### src/rtl/and_gate.sv
// Registered bitwise AND with a PIPE_STAGES-deep valid-tracked pipeline,
// all/any status flags and a saturating counter of all-set rises.
module and_gate #(
  parameter int WIDTH       = 1,
  parameter int PIPE_STAGES = 1,
  parameter int CNT_WIDTH   = 16
) (
  input  logic                 clk,
  input  logic                 rst,
  input  logic [WIDTH-1:0]     a,
  input  logic [WIDTH-1:0]     b,
  input  logic                 in_valid,
  input  logic                 clr_count,
  output logic [WIDTH-1:0]     out,
  output logic                 out_valid,
  output logic                 out_all,
  output logic                 out_any,
  output logic [CNT_WIDTH-1:0] rise_count
);

  logic [WIDTH-1:0]     data_reg  [PIPE_STAGES];
  logic                 valid_reg [PIPE_STAGES];
  logic                 prev_all_reg;
  logic                 prev_all_next;
  logic [CNT_WIDTH-1:0] rise_count_reg;
  logic [CNT_WIDTH-1:0] rise_count_next;

  // Each stage loads only when its incoming valid is set, so data holds
  // through bubbles; valid bits shift unconditionally.
  generate
    for (genvar gi = 0; gi < PIPE_STAGES; gi++) begin : g_stage
      if (gi == 0) begin : g_first
        always_ff @(posedge clk) begin
          if (rst) begin
            data_reg[0]  <= '0;
            valid_reg[0] <= 1'b0;
          end else begin
            valid_reg[0] <= in_valid;
            if (in_valid) begin
              data_reg[0] <= a & b;
            end
          end
        end
      end else begin : g_later
        always_ff @(posedge clk) begin
          if (rst) begin
            data_reg[gi]  <= '0;
            valid_reg[gi] <= 1'b0;
          end else begin
            valid_reg[gi] <= valid_reg[gi-1];
            if (valid_reg[gi-1]) begin
              data_reg[gi] <= data_reg[gi-1];
            end
          end
        end
      end
    end
  endgenerate

  assign out       = data_reg[PIPE_STAGES-1];
  assign out_valid = valid_reg[PIPE_STAGES-1];
  assign out_all   = &out;
  assign out_any   = |out;

  // prev_all follows valid results only; clear beats a same-edge increment.
  always_comb begin
    prev_all_next   = prev_all_reg;
    rise_count_next = rise_count_reg;
    if (out_valid) begin
      prev_all_next = out_all;
      if (out_all && !prev_all_reg && (rise_count_reg != {CNT_WIDTH{1'b1}})) begin
        rise_count_next = rise_count_reg + 1'b1;
      end
    end
    if (clr_count) begin
      rise_count_next = '0;
    end
  end

  always_ff @(posedge clk) begin
    if (rst) begin
      prev_all_reg   <= 1'b0;
      rise_count_reg <= '0;
    end else begin
      prev_all_reg   <= prev_all_next;
      rise_count_reg <= rise_count_next;
    end
  end

  assign rise_count = rise_count_reg;

endmodule

### config.mk
export PLATFORM = sky130hd
export DESIGN_NAME = and_gate
export DESIGN_NICKNAME = d
export VERILOG_FILES = /design/src/rtl/and_gate.sv
export SDC_FILE = /design/constraint.sdc
export NUM_CORES = 1
export LEC_CHECK = 0
export CORE_UTILIZATION = 47
export DETAILED_ROUTE_END_ITERATION = 12
export PLACE_DENSITY = 0.83
export SETUP_SLACK_MARGIN = 0.4
export SYNTH_ARGS = -nofsm -noshare
export SYNTH_HDL_FRONTEND = slang
export SYNTH_SLANG_ARGS = --single-unit
### constraint.sdc
create_clock -name clk -period 1.8 [get_ports clk]
set_input_delay 0.27 -clock clk [delete_from_list [all_inputs] [get_ports clk]]
set_output_delay 0.27 -clock clk [all_outputs]
set_load 0.05 [all_outputs]
==> results.md, run 1 <==
* Post-detailed-routing wire length at 3.132 mm
* Top library cells by usage in the layout, fill and taps aside: buf_4 (36), dfxtp_4 (15), a21oi_1 (7), clkdlybuf4s15_2 (7), o21ai_0 (6)
* Clock buffer count from CTS at 3
* Time the worst path needs with I/O delays and setup at 1.567 ns
* Count of state elements after synthesis at 19
* Ranking of synthesized cells by area: dfxtp_1 (37%), a21oi_1 (6.2%), or3_1 (4.5%), o21ai_0 (3.6%), edfxtp_1 (3.1%)
* Worst slew margin relative to its limit at 75.06%
* Startpoint type of the worst setup path: flip-flop
* Via count at 1118
* Library cell occupying the most area in the post-synthesis netlist: dfxtp_1
* Initial antenna violation count at 0
* Global-route wire length before repair at 4.567 mm
* Antenna fix cells at 0
* Final number of hold-violating endpoints at 0
* Worst-path clk slew at 0.11 ns
* Latest clock arrival within the worst-skew pair at 0.30 ns
* Number of violations of the max-capacitance limit at 0
* Std cell rows at 16
* Register-to-register setup slack at 0.23 ns
* Instance area after placement at 0.001319 mm^2
* CTS root buffer: clkbuf_4
* Setup repair after global routing missed its margin: true
* Power density cells at 435.0 mW/mm^2
* Gate count after technology mapping at 105
* Number of antenna-violating nets in the routed design at 0
* Hold EP: rise_count[6]
* Worst Hold Launch: rise_count[6]
* Max-slew violations at 0
* Portion of the post-synthesis area used by sequential elements at 40.21%
* Net count after synthesis at 112
* Total GRT Usage at 28.79%
* Fillers at 117
* Crit Path Category: reg -> reg
* WP data arrival at 1.79 ns
* Maximum achievable frequency at 638.2 MHz
* Warning count from the yosys run at 0
* Starting Density at 50.00%
* Area of combinational cells with multiple inputs at 670.6 um^2
* Clock tree from TritonCTS: yes
* Die Y at 47.45 um
* Number of cells on the worst hold path at 1
* Total setup violations reported at the end of the flow at 0
* Most common library cell in the layout ignoring fill and taps: buf_4
* Critical path data required time at 2.02 ns
* Share of post-route cells with drive strength above 1 at 61.15%
* Lkg Pwr at 0.6221 nW
* H-tree Lvls at 1
* Die outline width at 47.45 um
* Number of remaining DRC errors at 0
* Maximum clock path buffer count at 2
* Worst Setup End Kind: flip-flop
* Synthesis-to-layout area growth at 66.62%
* Number of global-route vias before repair at 994
* GP Congestion at 0.8272
* Area share of the largest cell type after synthesis at 37.11%
* Number of flip-flops under the largest register name at 16
* Hold-fix buffer count after cts at 0
* Worst reg2reg path depth at 4
* Area of all placed cells without fillers at 0.001618 mm^2
* Worst slew pin tran at 0.3728 ns
* Drt initial violations at 41
* Final Worst Setup Slack at 0.2331 ns
* Worst ir drop on vdd at 0.4533 mV
* Wirelength per Cell at 17.02 um
* Status: completed
* Half-perimeter wire length after placement at 1.710 mm
* Total global routing overflow at 0
* Per-cell via count in the routed design at 6.076
* Final worst clock skew at 0.007502 ns
* Area enclosed by the die boundary at 0.002252 mm^2
* Total Nets Final at 165
* Largest net degree at the start of global routing at 11
* Sequential cell area in the final layout at 450.4 um^2
* First-pass iteration count of the detailed router at 4
* FF-to-FF End: rise_count[13]
* Number of port buffers at 25
* Clock Sink Count at 19
* Worst-case setup slack after placement at 0.1570 ns
* Cell area after synthesis at 970.9 um^2
* Class of the most critical hold timing path: reg -> reg
* Number of top-level pins at 26
* Floorplan Core Area at 0.001942 mm^2
* Worst-path maximum fanout at 7
* Share of the clock period used by the worst path at 87.05%
* Netlist cell types at 37
* Worst R2R Start: rise_count[0]
* Syn avg cell area at 9.247 um^2
-- final cells by class --
| cell class | instances | share of cell area (%) |
|---|---|---|
| tap | 27 | 2.088 |
| timing repair buffer | 53 | 26.99 |
| multi-input combinational | 81 | 41.45 |
| clock buffer | 4 | 1.624 |
| sequential | 19 | 27.84 |
-- power breakdown --
group / internal [mW] / leakage [nW] / switching [mW]
registers: 0.406 / 0.170 / 0.00341
clock network: 0.0863 / 0.0150 / 0.131
logic: 0.0310 / 0.438 / 0.0458
total: 0.523 / 0.622 / 0.181
-- logic make-up (layout without fill, tap and decap cells) --
logic type               after synthesis  in the layout  share of synthesized area (%)
AO/OA/AOI/OAI                         29             29                          18.43
XOR/XNOR                               1              1                         0.9022
adder cells (fa/ha/maj)                1              1                          1.288
buffers and inverters                  5             57                          3.093
flip-flops                            19             19                          40.21
multiplexers                           1              1                          1.031
AND/OR/NAND/NOR                       49             49                          35.05
-- per-stage QoR --
| stage | setup TNS, ns | hold slack [ns] | cells | total power, mW | utilization [%] |
|---|---|---|---|---|---|
| 2_1_floorplan | -0.1330 | 0.3424 | 105 | 0.4708 | - |
| 3_3_place_gp | 0 | 0.4684 | 155 | 0.4916 | 67.91 |
| 3_5_place_dp | 0 | 0.4909 | 155 | 0.4931 | 67.91 |
| 4_1_cts | 0 | 0.5008 | 176 | 0.6962 | 78.35 |
| 5_1_grt | 0 | 0.5032 | 184 | 0.7359 | 83.31 |
| 6_report | 0 | 0.4969 | 184 | 0.7037 | 83.31 |
-- cell usage after synthesis, drive strengths merged --
library cell  number
a21oi             12
a41oi              1
and3               2
and3b              1
and4               3
buf                3
clkbuf             2
dfxtp             18
edfxtp             1
ha                 1
mux2i              1
nand2              5
nand3              5
nand3b             1
nand4              7
nor2               5
nor2b              1
nor3               4
nor4               2
o2111ai            1
o211ai             1
o21ai              8
o311ai             1
o31ai              4
o41ai              1
or2                2
or3                8
or4                3
xor2               1
-- critical path: stages, from the launching register on --
cell and delay [ns]:
dfxtp_4 0.40, and4_4 0.25, nand4_4 0.14, or4_1 0.50, a21oi_1 0.20
-- routing by layer --
layer | routed length (um) | vias to the layer above | global-route usage (%)
met5 | 0 | - | 0
met4 | 78 | 0 | 13.71
met3 | 136 | 12 | 4.151
met2 | 1627 | 50 | 49.32
met1 | 1289 | 538 | 35.33
li1 | - | 518 | -
-- what timing repair did --
item | 4_1_cts | 5_1_grt
cloned | 0 | 0
resized for setup | 42 | 18
pin swaps | 6 | 14
endpoints found under the setup margin | 24 | 19
buffers inserted | 17 | 8
-- worst max-delay path by stage --
stage / start / to / cells after the start
6_report: rise_count[0] / rise_count[13] / 4
5_1_grt: rise_count[0] / rise_count[13] / 4
4_1_cts: rise_count[0] / rise_count[13] / 4
3_5_place_dp: rst / rise_count[6] / 3
3_3_place_gp: rst / rise_count[6] / 3
2_1_floorplan: data_reg[0] / rise_count[11] / 5
Note: power is estimated with default switching activity, not from simulation.
==> run 2, diff against run 1 <==
- ABC_AREA: not set -> 1
- ABC_CLOCK_PERIOD_IN_PS: not set -> 1800
- CORE_UTILIZATION: 47 -> 48
- PLACE_DENSITY: 0.83 -> 0.82
==> run 2 against run 1 <==
Utilization decreased by 6.4 points; largest power group unchanged; hold slack improved by 0.010 ns; first-iteration DRC count increased by 29%; die area increased by 10%.
==> results.md, run 2 <==
* Maximum achievable frequency at 661.1 MHz (+3.6%)
* Ranking of synthesized cells by area: dfxtp_1 (33%), nand2_1 (19%), nor2_1 (8.9%), inv_1 (5.5%), a21oi_1 (5.0%)
* Worst R2R Start: rise_count[2]
* Final number of hold-violating endpoints at 0 (unchanged)
* Library cell occupying the most area in the post-synthesis netlist: dfxtp_1
* Cell Chain, Critical Path: nand3_1, nor2_1, nand2_1, nor2_1, nand3_1, nand2_1, nor2_1
* Net count after synthesis at 176 (+57%)
* Area share of the largest cell type after synthesis at 32.84% (-4.3 points)
* Time the worst path needs with I/O delays and setup at 1.513 ns (-0.05434 ns)
* Portion of the post-synthesis area used by sequential elements at 35.58% (-4.6 points)
* Kind of cell adding the most delay to the critical path: simple AND/OR/NAND/NOR gates
* CTS root buffer: clkbuf_4
* Die Y at 49.81 um (+5.0%)
* Maximum clock path buffer count at 2 (unchanged)
* Internal power at 540.8 uW (+3.4%)
* Gate count after technology mapping at 169 (+61%)
* Max stage delay on crit path at 0.42 ns (-0.08 ns)
* Worst-path maximum fanout at 6 (-1)
* Share of the clock period used by the worst path at 84.03% (-3.0 points)
* Critical path data required time at 2.03 ns (about the same)
* Clock group share of total power at 31.3% (+0.4 points)
* Most used standard cell by instance count after synthesis: nand2_1
* Count of state elements after synthesis at 19 (unchanged)
* Post-synth EDFFs at 1 (unchanged)
* Number of top-level pins at 26 (unchanged)
* Number of antenna-violating nets in the routed design at 0 (unchanged)
* Top cell by count, worst path: nor2_1
* Most numerous cell types in the synthesized netlist: nand2_1 (55), nor2_1 (26), dfxtp_1 (18), inv_1 (16)
* Power density cells at 471.3 mW/mm^2 (+8.4%)
* Number of global-route vias before repair at 1033 (+3.9%)
* Startpoint type of the worst setup path: flip-flop
* Antenna fix cells at 0 (unchanged)
* Commonest register cell after synthesis: dfxtp_1
* Cell with the biggest individual delay on the critical path: dfxtp_2
* Number of remaining DRC errors at 0 (unchanged)
* Worst Setup End Kind: flip-flop
* Via count at 1245 (+11%)
* Largest net degree at the start of global routing at 11 (unchanged)
* Class of the most critical hold timing path: reg -> reg
* Net switching power at 206.3 uW (+14%)
* Cell area after synthesis at 0.001097 mm^2 (+13%)
* Combinational fraction of design power at 11.3% (+0.4 points)
* Die outline width at 49.81 um (+5.0%)
* Top library cells by usage in the layout, fill and taps aside: nand2_1 (52), nor2_1 (22), inv_1 (15), clkdlybuf4s15_2 (15), dfxtp_2 (13)
* Worst slew pin tran at 0.3156 ns (-0.05719 ns)
* Total power consumption of the routed design at 747.2 uW (+6.2%)
* Worst Hold Launch: rise_count[3]
* Synthesis-to-layout area growth at 44.47%
* Per-cell via count in the routed design at 5.461 (-10%)
* Post-detailed-routing wire length at 3.290 mm (+5.0%)
* Drt initial violations at 53 (+29%)
* Std cell rows at 16 (unchanged)
* Total setup violations reported at the end of the flow at 0 (unchanged)
* Total Nets Final at 209 (+27%)
* Core occupancy in the finished layout at 76.88% (-6.4 points)
* Total global routing overflow at 0 (unchanged)
* Total GRT Usage at 23.63% (-5.2 points)
* GP Congestion at 0.9293 (+12%)
* Most common library cell in the layout ignoring fill and taps: nand2_1
* H-tree Lvls at 1 (unchanged)
* Register-to-register setup slack at 0.29 ns (+0.05 ns)
* Number of port buffers at 25 (unchanged)
* Area enclosed by the die boundary at 0.002481 mm^2 (+10%)
* Hold EP: rise_count[3]
* Instance area after placement at 0.001386 mm^2 (+5.1%)
* Worst slew margin relative to its limit at 78.83% (+3.8 points)
* Max-slew violations at 0 (unchanged)
* Half-perimeter wire length after placement at 1.853 mm (+8.4%)
* Global-route wire length before repair at 4.450 mm (-2.6%)
* Latest clock arrival within the worst-skew pair at 0.31 ns (about the same)
* Status: completed
* Starting Density at 53.22% (+3.2 points)
* Clock tree from TritonCTS: yes
* Number of cells on the worst hold path at 2 (+1)
* Switching power as a share of total power at 27.61% (+1.9 points)
* Worst ir drop on vdd at 0.4922 mV (+8.6%)
* Fillers at 150 (+28%)
* Wirelength per Cell at 14.43 um (-15%)
* Number of flip-flops under the largest register name at 16 (unchanged)
* Clock buffer count from CTS at 3 (unchanged)
* Async set-reset flop share out of synthesis at 0% (unchanged)
* Share of post-route cells with drive strength above 1 at 34.83% (-26 points)
* Warning count from the yosys run at 0 (unchanged)
* FF-to-FF End: rise_count[15]
* First-pass iteration count of the detailed router at 4 (unchanged)
* WP data arrival at 1.74 ns (-0.05 ns)
* Floorplan Core Area at 0.002062 mm^2 (+6.2%)
* Netlist cell types at 24 (-35%)
* Crit path buf inv count at 0 (unchanged)
* Syn avg cell area at 6.493 um^2 (-30%)
* Sequential group share of total power at 57.4% (-0.7 points)
* Final worst clock skew at 0.01009 ns (+0.002586 ns)
* Path length in cells of the critical path at 7 (+3)
* Clock Sink Count at 19 (unchanged)
* Worst-path clk slew at 0.12 ns (about the same)
* Setup TNS Final at 0 ns (unchanged)
* Worst reg2reg path depth at 7 (+3)
* Initial antenna violation count at 0 (unchanged)
* Crit Path Category: reg -> reg
* Setup repair after global routing missed its margin: true
* Area of all placed cells without fillers at 0.001585 mm^2 (-2.0%)
* Lkg Pwr at 0.5855 nW (-5.9%)
* Number of violations of the max-capacitance limit at 0 (unchanged)
==> run 2: changes by cell type in the layout (fill, tap and decap cells not counted), moves of 8 or more <==
cell             before  now
clkdlybuf4s15_2       7   15
buf_4                36    9
nand2_1               5   52
dfxtp_4              15    3
dfxtp_2               3   13
nor2_1                5   22
inv_1                 0   15
==> run 2: worst max path at each step <==
stage,from,to,slack (ns)
4_1_cts,rise_count[1],rise_count[4],0.38
3_5_place_dp,rst,rise_count[4],0.31
6_report,rise_count[2],rise_count[15],0.29
2_1_floorplan,data_reg[0],rise_count[11],0.24
3_3_place_gp,rst,rise_count[2],0.37
5_1_grt,rise_count[2],rise_count[15],0.24
==> run 2: layout make-up <==
type / count / area, um^2 / share of cell area, %
clock buffer: 4 / 26.28 / 1.657
inverter: 19 / 73.82 / 4.657
multi-input combinational: 129 / 735.7 / 46.41
sequential: 19 / 417.9 / 26.36
tap: 27 / 33.78 / 2.131
timing repair buffer: 30 / 297.8 / 18.78
==> run 2: through the flow <==
| step | hold slack [ns] | instances | setup WS (ns) |
|---|---|---|---|
| after floorplan | 0.3391 | 169 | 0.2444 |
| after global placement | 0.4813 | 218 | 0.3653 |
| after detailed placement | 0.4943 | 218 | 0.3092 |
| after CTS | 0.5090 | 226 | 0.3821 |
| after global routing | 0.5290 | 228 | 0.2433 |
| final | 0.5074 | 228 | 0.2874 |
==> run 2: tightest hold or removal path: cells and delay by family, from the launching register on <==
kind | cells | cell delay [ns]
AND/OR/NAND/NOR | 1 | 0.06
AO/OA/AOI/OAI | 1 | 0.05
flip-flops | 1 | 0.36
==> run 2: power by group through the flow <==
stage                     logic, mW  registers (mW)  clock network [mW]
after global placement       0.0746           0.440                   0
after floorplan              0.0406           0.452                   0
after CTS                    0.0805           0.431               0.223
after detailed placement     0.0754           0.440                   0
final                        0.0841           0.429               0.234
after global routing         0.0893           0.430               0.257
==> run 2: cells by family after synthesis <==
group | share of synthesized area, %
compound gates | 5.928
xor+xnor | 3.991
fa+ha+maj | 1.140
buf+inv | 9.920
flops | 35.58
simple gates | 43.44
==> run 2: repair_timing <==
action | 4_1_cts | 5_1_grt
hold buffers | 0 | 0
endpoints found under the setup margin | 29 | 15
cloned | 2 | 0
pin swaps | 6 | 10
buffers inserted | 2 | 2
resized for setup | 50 | 19
==> run 2: metal layers <==
metal,share of wire (%),up-vias,track usage (%),routed length (um)
li1,-,593,-,-
met1,39,570,26.84,1275
met2,51,63,43.69,1689
met3,5.4,19,4.321,179
met4,4.4,0,7.619,146
met5,0,-,0,0
==> run 3, diff against run 2 <==
- ABC_CLOCK_PERIOD_IN_PS: 1800 -> 1370
- CORE_UTILIZATION: 48 -> 44
- PLACE_DENSITY: 0.82 -> 0.8
- clock period: 1.8 -> 1.37 ns (I/O delays scaled with it)
==> run 3 against run 2 <==
The run now ends with negative setup slack left; worst setup slack worse by 0.46 ns; sequential cell count unchanged; largest power group unchanged; via count up 32%; global-route usage up 12 points; first-iteration DRC count rose to 2.8 times the previous value; highest routed layer unchanged; cell count up 12%; final area up 33%.
==> results.md, run 3 (synthesis results as in run 2) <==
* Number of violations of the max-capacitance limit at 0 (unchanged)
* Max-slew violations at 0 (unchanged)
* Worst R2R Start: rise_count[0]
* Worst slew margin relative to its limit at 75.45% (-3.4 points)
* Critical path data required time at 1.59 ns (-0.44 ns)
* Drt initial violations at 150 (+180%)
* Wirelength per Cell at 23.85 um (+65%)
* Top library cells by usage in the layout, fill and taps aside: nand2_1 (45), buf_12 (20), nor2_1 (18), buf_6 (16), buf_4 (15)
* H-tree Lvls at 1 (unchanged)
* Per-cell via count in the routed design at 6.447 (+18%)
* Worst Hold Launch: in_valid
* Share of the clock period used by the worst path at 112.3%
* Register-to-register setup slack at -0.16 ns (-0.45 ns)
* Clock tree from TritonCTS: yes
* Final Hold Slack at 0.5666 ns (+0.05920 ns)
* Die Y at 51.94 um (+4.3%)
* Largest net degree at the start of global routing at 11 (unchanged)
* Setup repair after global routing missed its margin: true
* Instance area after placement at 0.001705 mm^2 (+23%)
* Crit path buf inv count at 2 (+2)
* Starting Density at 48.21% (-5.0 points)
* Number of port buffers at 25 (unchanged)
* Maximum clock path buffer count at 2 (unchanged)
* FF-to-FF End: rise_count[3]
* GP Congestion at 0.9165 (-1.4%)
* Std cell rows at 17 (+1)
* Half-perimeter wire length after placement at 2.113 mm (+14%)
* Number of flip-flops under the largest register name at 16 (unchanged)
* First-pass iteration count of the detailed router at 5 (+1)
* Status: finished, violations left
* Worst Setup End Kind: flip-flop
* Total setup violations reported at the end of the flow at 16 (+16)
* Final number of hold-violating endpoints at 0 (unchanged)
* Class of the most critical hold timing path: in -> reg
* Share of post-route cells with drive strength above 1 at 50.22% (+15 points)
* Lkg Pwr at 0.8257 nW (+41%)
* Worst-path maximum fanout at 9 (+3)
* Initial antenna violation count at 0 (unchanged)
* Power density cells at 489.4 mW/mm^2 (+3.8%)
* Worst slew pin tran at 0.3660 ns (+0.05039 ns)
* Core occupancy in the finished layout at 92.58% (+16 points)
* Failing checks: negative setup slack
* Number of cells on the worst hold path at 3 (+1)
* Startpoint type of the worst setup path: input port
* Total global routing overflow at 0 (unchanged)
* Final Worst Setup Slack at -0.1691 ns (-0.4566 ns)
* Die outline width at 51.94 um (+4.3%)
* Crit Path Category: in -> reg
* Via count at 1644 (+32%)
* Time the worst path needs with I/O delays and setup at 1.539 ns
* CTS root buffer: clkbuf_4
* Latest clock arrival within the worst-skew pair at 0.31 ns (about the same)
* Final worst clock skew at 0.007709 ns (-0.002379 ns)
* Number of antenna-violating nets in the routed design at 0 (unchanged)
* Post-detailed-routing wire length at 6.082 mm (+85%)
* Cell with the biggest individual delay on the critical path: clkdlybuf4s50_1
* Worst-path clk slew at 0.12 ns (about the same)
* Total GRT Usage at 35.78% (+12 points)
* Number of top-level pins at 26 (unchanged)
* Kind of cell adding the most delay to the critical path: buffers and inverters
* Worst reg2reg path depth at 8 (+1)
* Antenna fix cells at 0 (unchanged)
* Hold EP: valid_reg[0]
* Cell Chain, Critical Path: clkdlybuf4s50_1, nor2_1, clkinv_1, a21oi_1
* Global-route wire length before repair at 6.934 mm (+56%)
* Area enclosed by the die boundary at 0.002698 mm^2 (+8.7%)
* WP data arrival at 1.76 ns (+0.02 ns)
* Clock buffer count from CTS at 3 (unchanged)
* Worst ir drop on vdd at 0.5429 mV (+10%)
* Max stage delay on crit path at 0.52 ns (+0.10 ns)
* Synthesis-to-layout area growth at 92.02%
* Number of remaining DRC errors at 0 (unchanged)
* Maximum achievable frequency at 649.7 MHz
* Area of all placed cells without fillers at 0.002107 mm^2 (+33%)
* Most common library cell in the layout ignoring fill and taps: nand2_1
* Number of global-route vias before repair at 1456 (+41%)
* Total power consumption of the routed design at 1.031 mW (+38%)
* Floorplan Core Area at 0.002276 mm^2 (+10%)
* Clock Sink Count at 19 (unchanged)
* Total Nets Final at 235 (+12%)
-- run 3: cell type report --
type	count	area (um^2)
well taps	28	35.03
clock buffers	4	26.28
multi-input cells	129	792.0
repair buffers	56	743.2
fillers	78	168.9
inverters	19	76.32
flip-flops and latches	19	434.2
-- run 3: stage by stage --
step	setup TNS (ns)	worst slack [ns]	instances
finish	-1.740	-0.1691	255
global route	-2.408	-0.2262	255
CTS	0	0.05342	249
detailed placement	-0.5835	-0.07565	233
global placement	-0.01248	-0.005025	233
floorplan	-2.210	-0.1854	169
-- run 3: power by group --
group | internal [mW] | switching, mW | total [mW]
logic | 0.0717 | 0.0956 | 0.167
clock network | 0.114 | 0.197 | 0.310
registers | 0.546 | 0.00799 | 0.554
total | 0.731 | 0.300 | 1.03
-- run 3: metal layers --
layer | wire [um] | track usage (%) | vias up | share of wire (%)
met4 | 469 | 14.86 | 0 | 7.7
li1 | - | - | 652 | -
met1 | 2055 | 41.00 | 767 | 34
met3 | 836 | 5.263 | 52 | 14
met5 | 0 | 0 | - | 0
met2 | 2720 | 64.96 | 173 | 45
-- run 3: how the worst max path moves through the flow --
stage / end / slack, ns / cells after the start / from
4_1_cts: rise_count[3] / 0.05 / 9 / rise_count[0]
6_report: rise_count[3] / -0.17 / 4 / rst
2_1_floorplan: rise_count[11] / -0.19 / 7 / data_reg[0]
3_5_place_dp: rise_count[2] / -0.08 / 4 / rst
5_1_grt: rise_count[3] / -0.23 / 4 / rst
3_3_place_gp: rise_count[15] / -0.005 / 9 / rise_count[1]
-- run 3: repair_timing --
action | CTS | global route
gates resized for setup | 36 | 29
pin swaps | 22 | 15
setup buffers | 10 | 6
endpoints found under the setup margin | 36 | 36
hold buffers | 0 | 0
cloned | 2 | 0
-- run 3: worst min-delay path: stages --
cell and delay, ns:
clkdlybuf4s50_1 0.48, inv_1 0.10, nor2_1 0.06
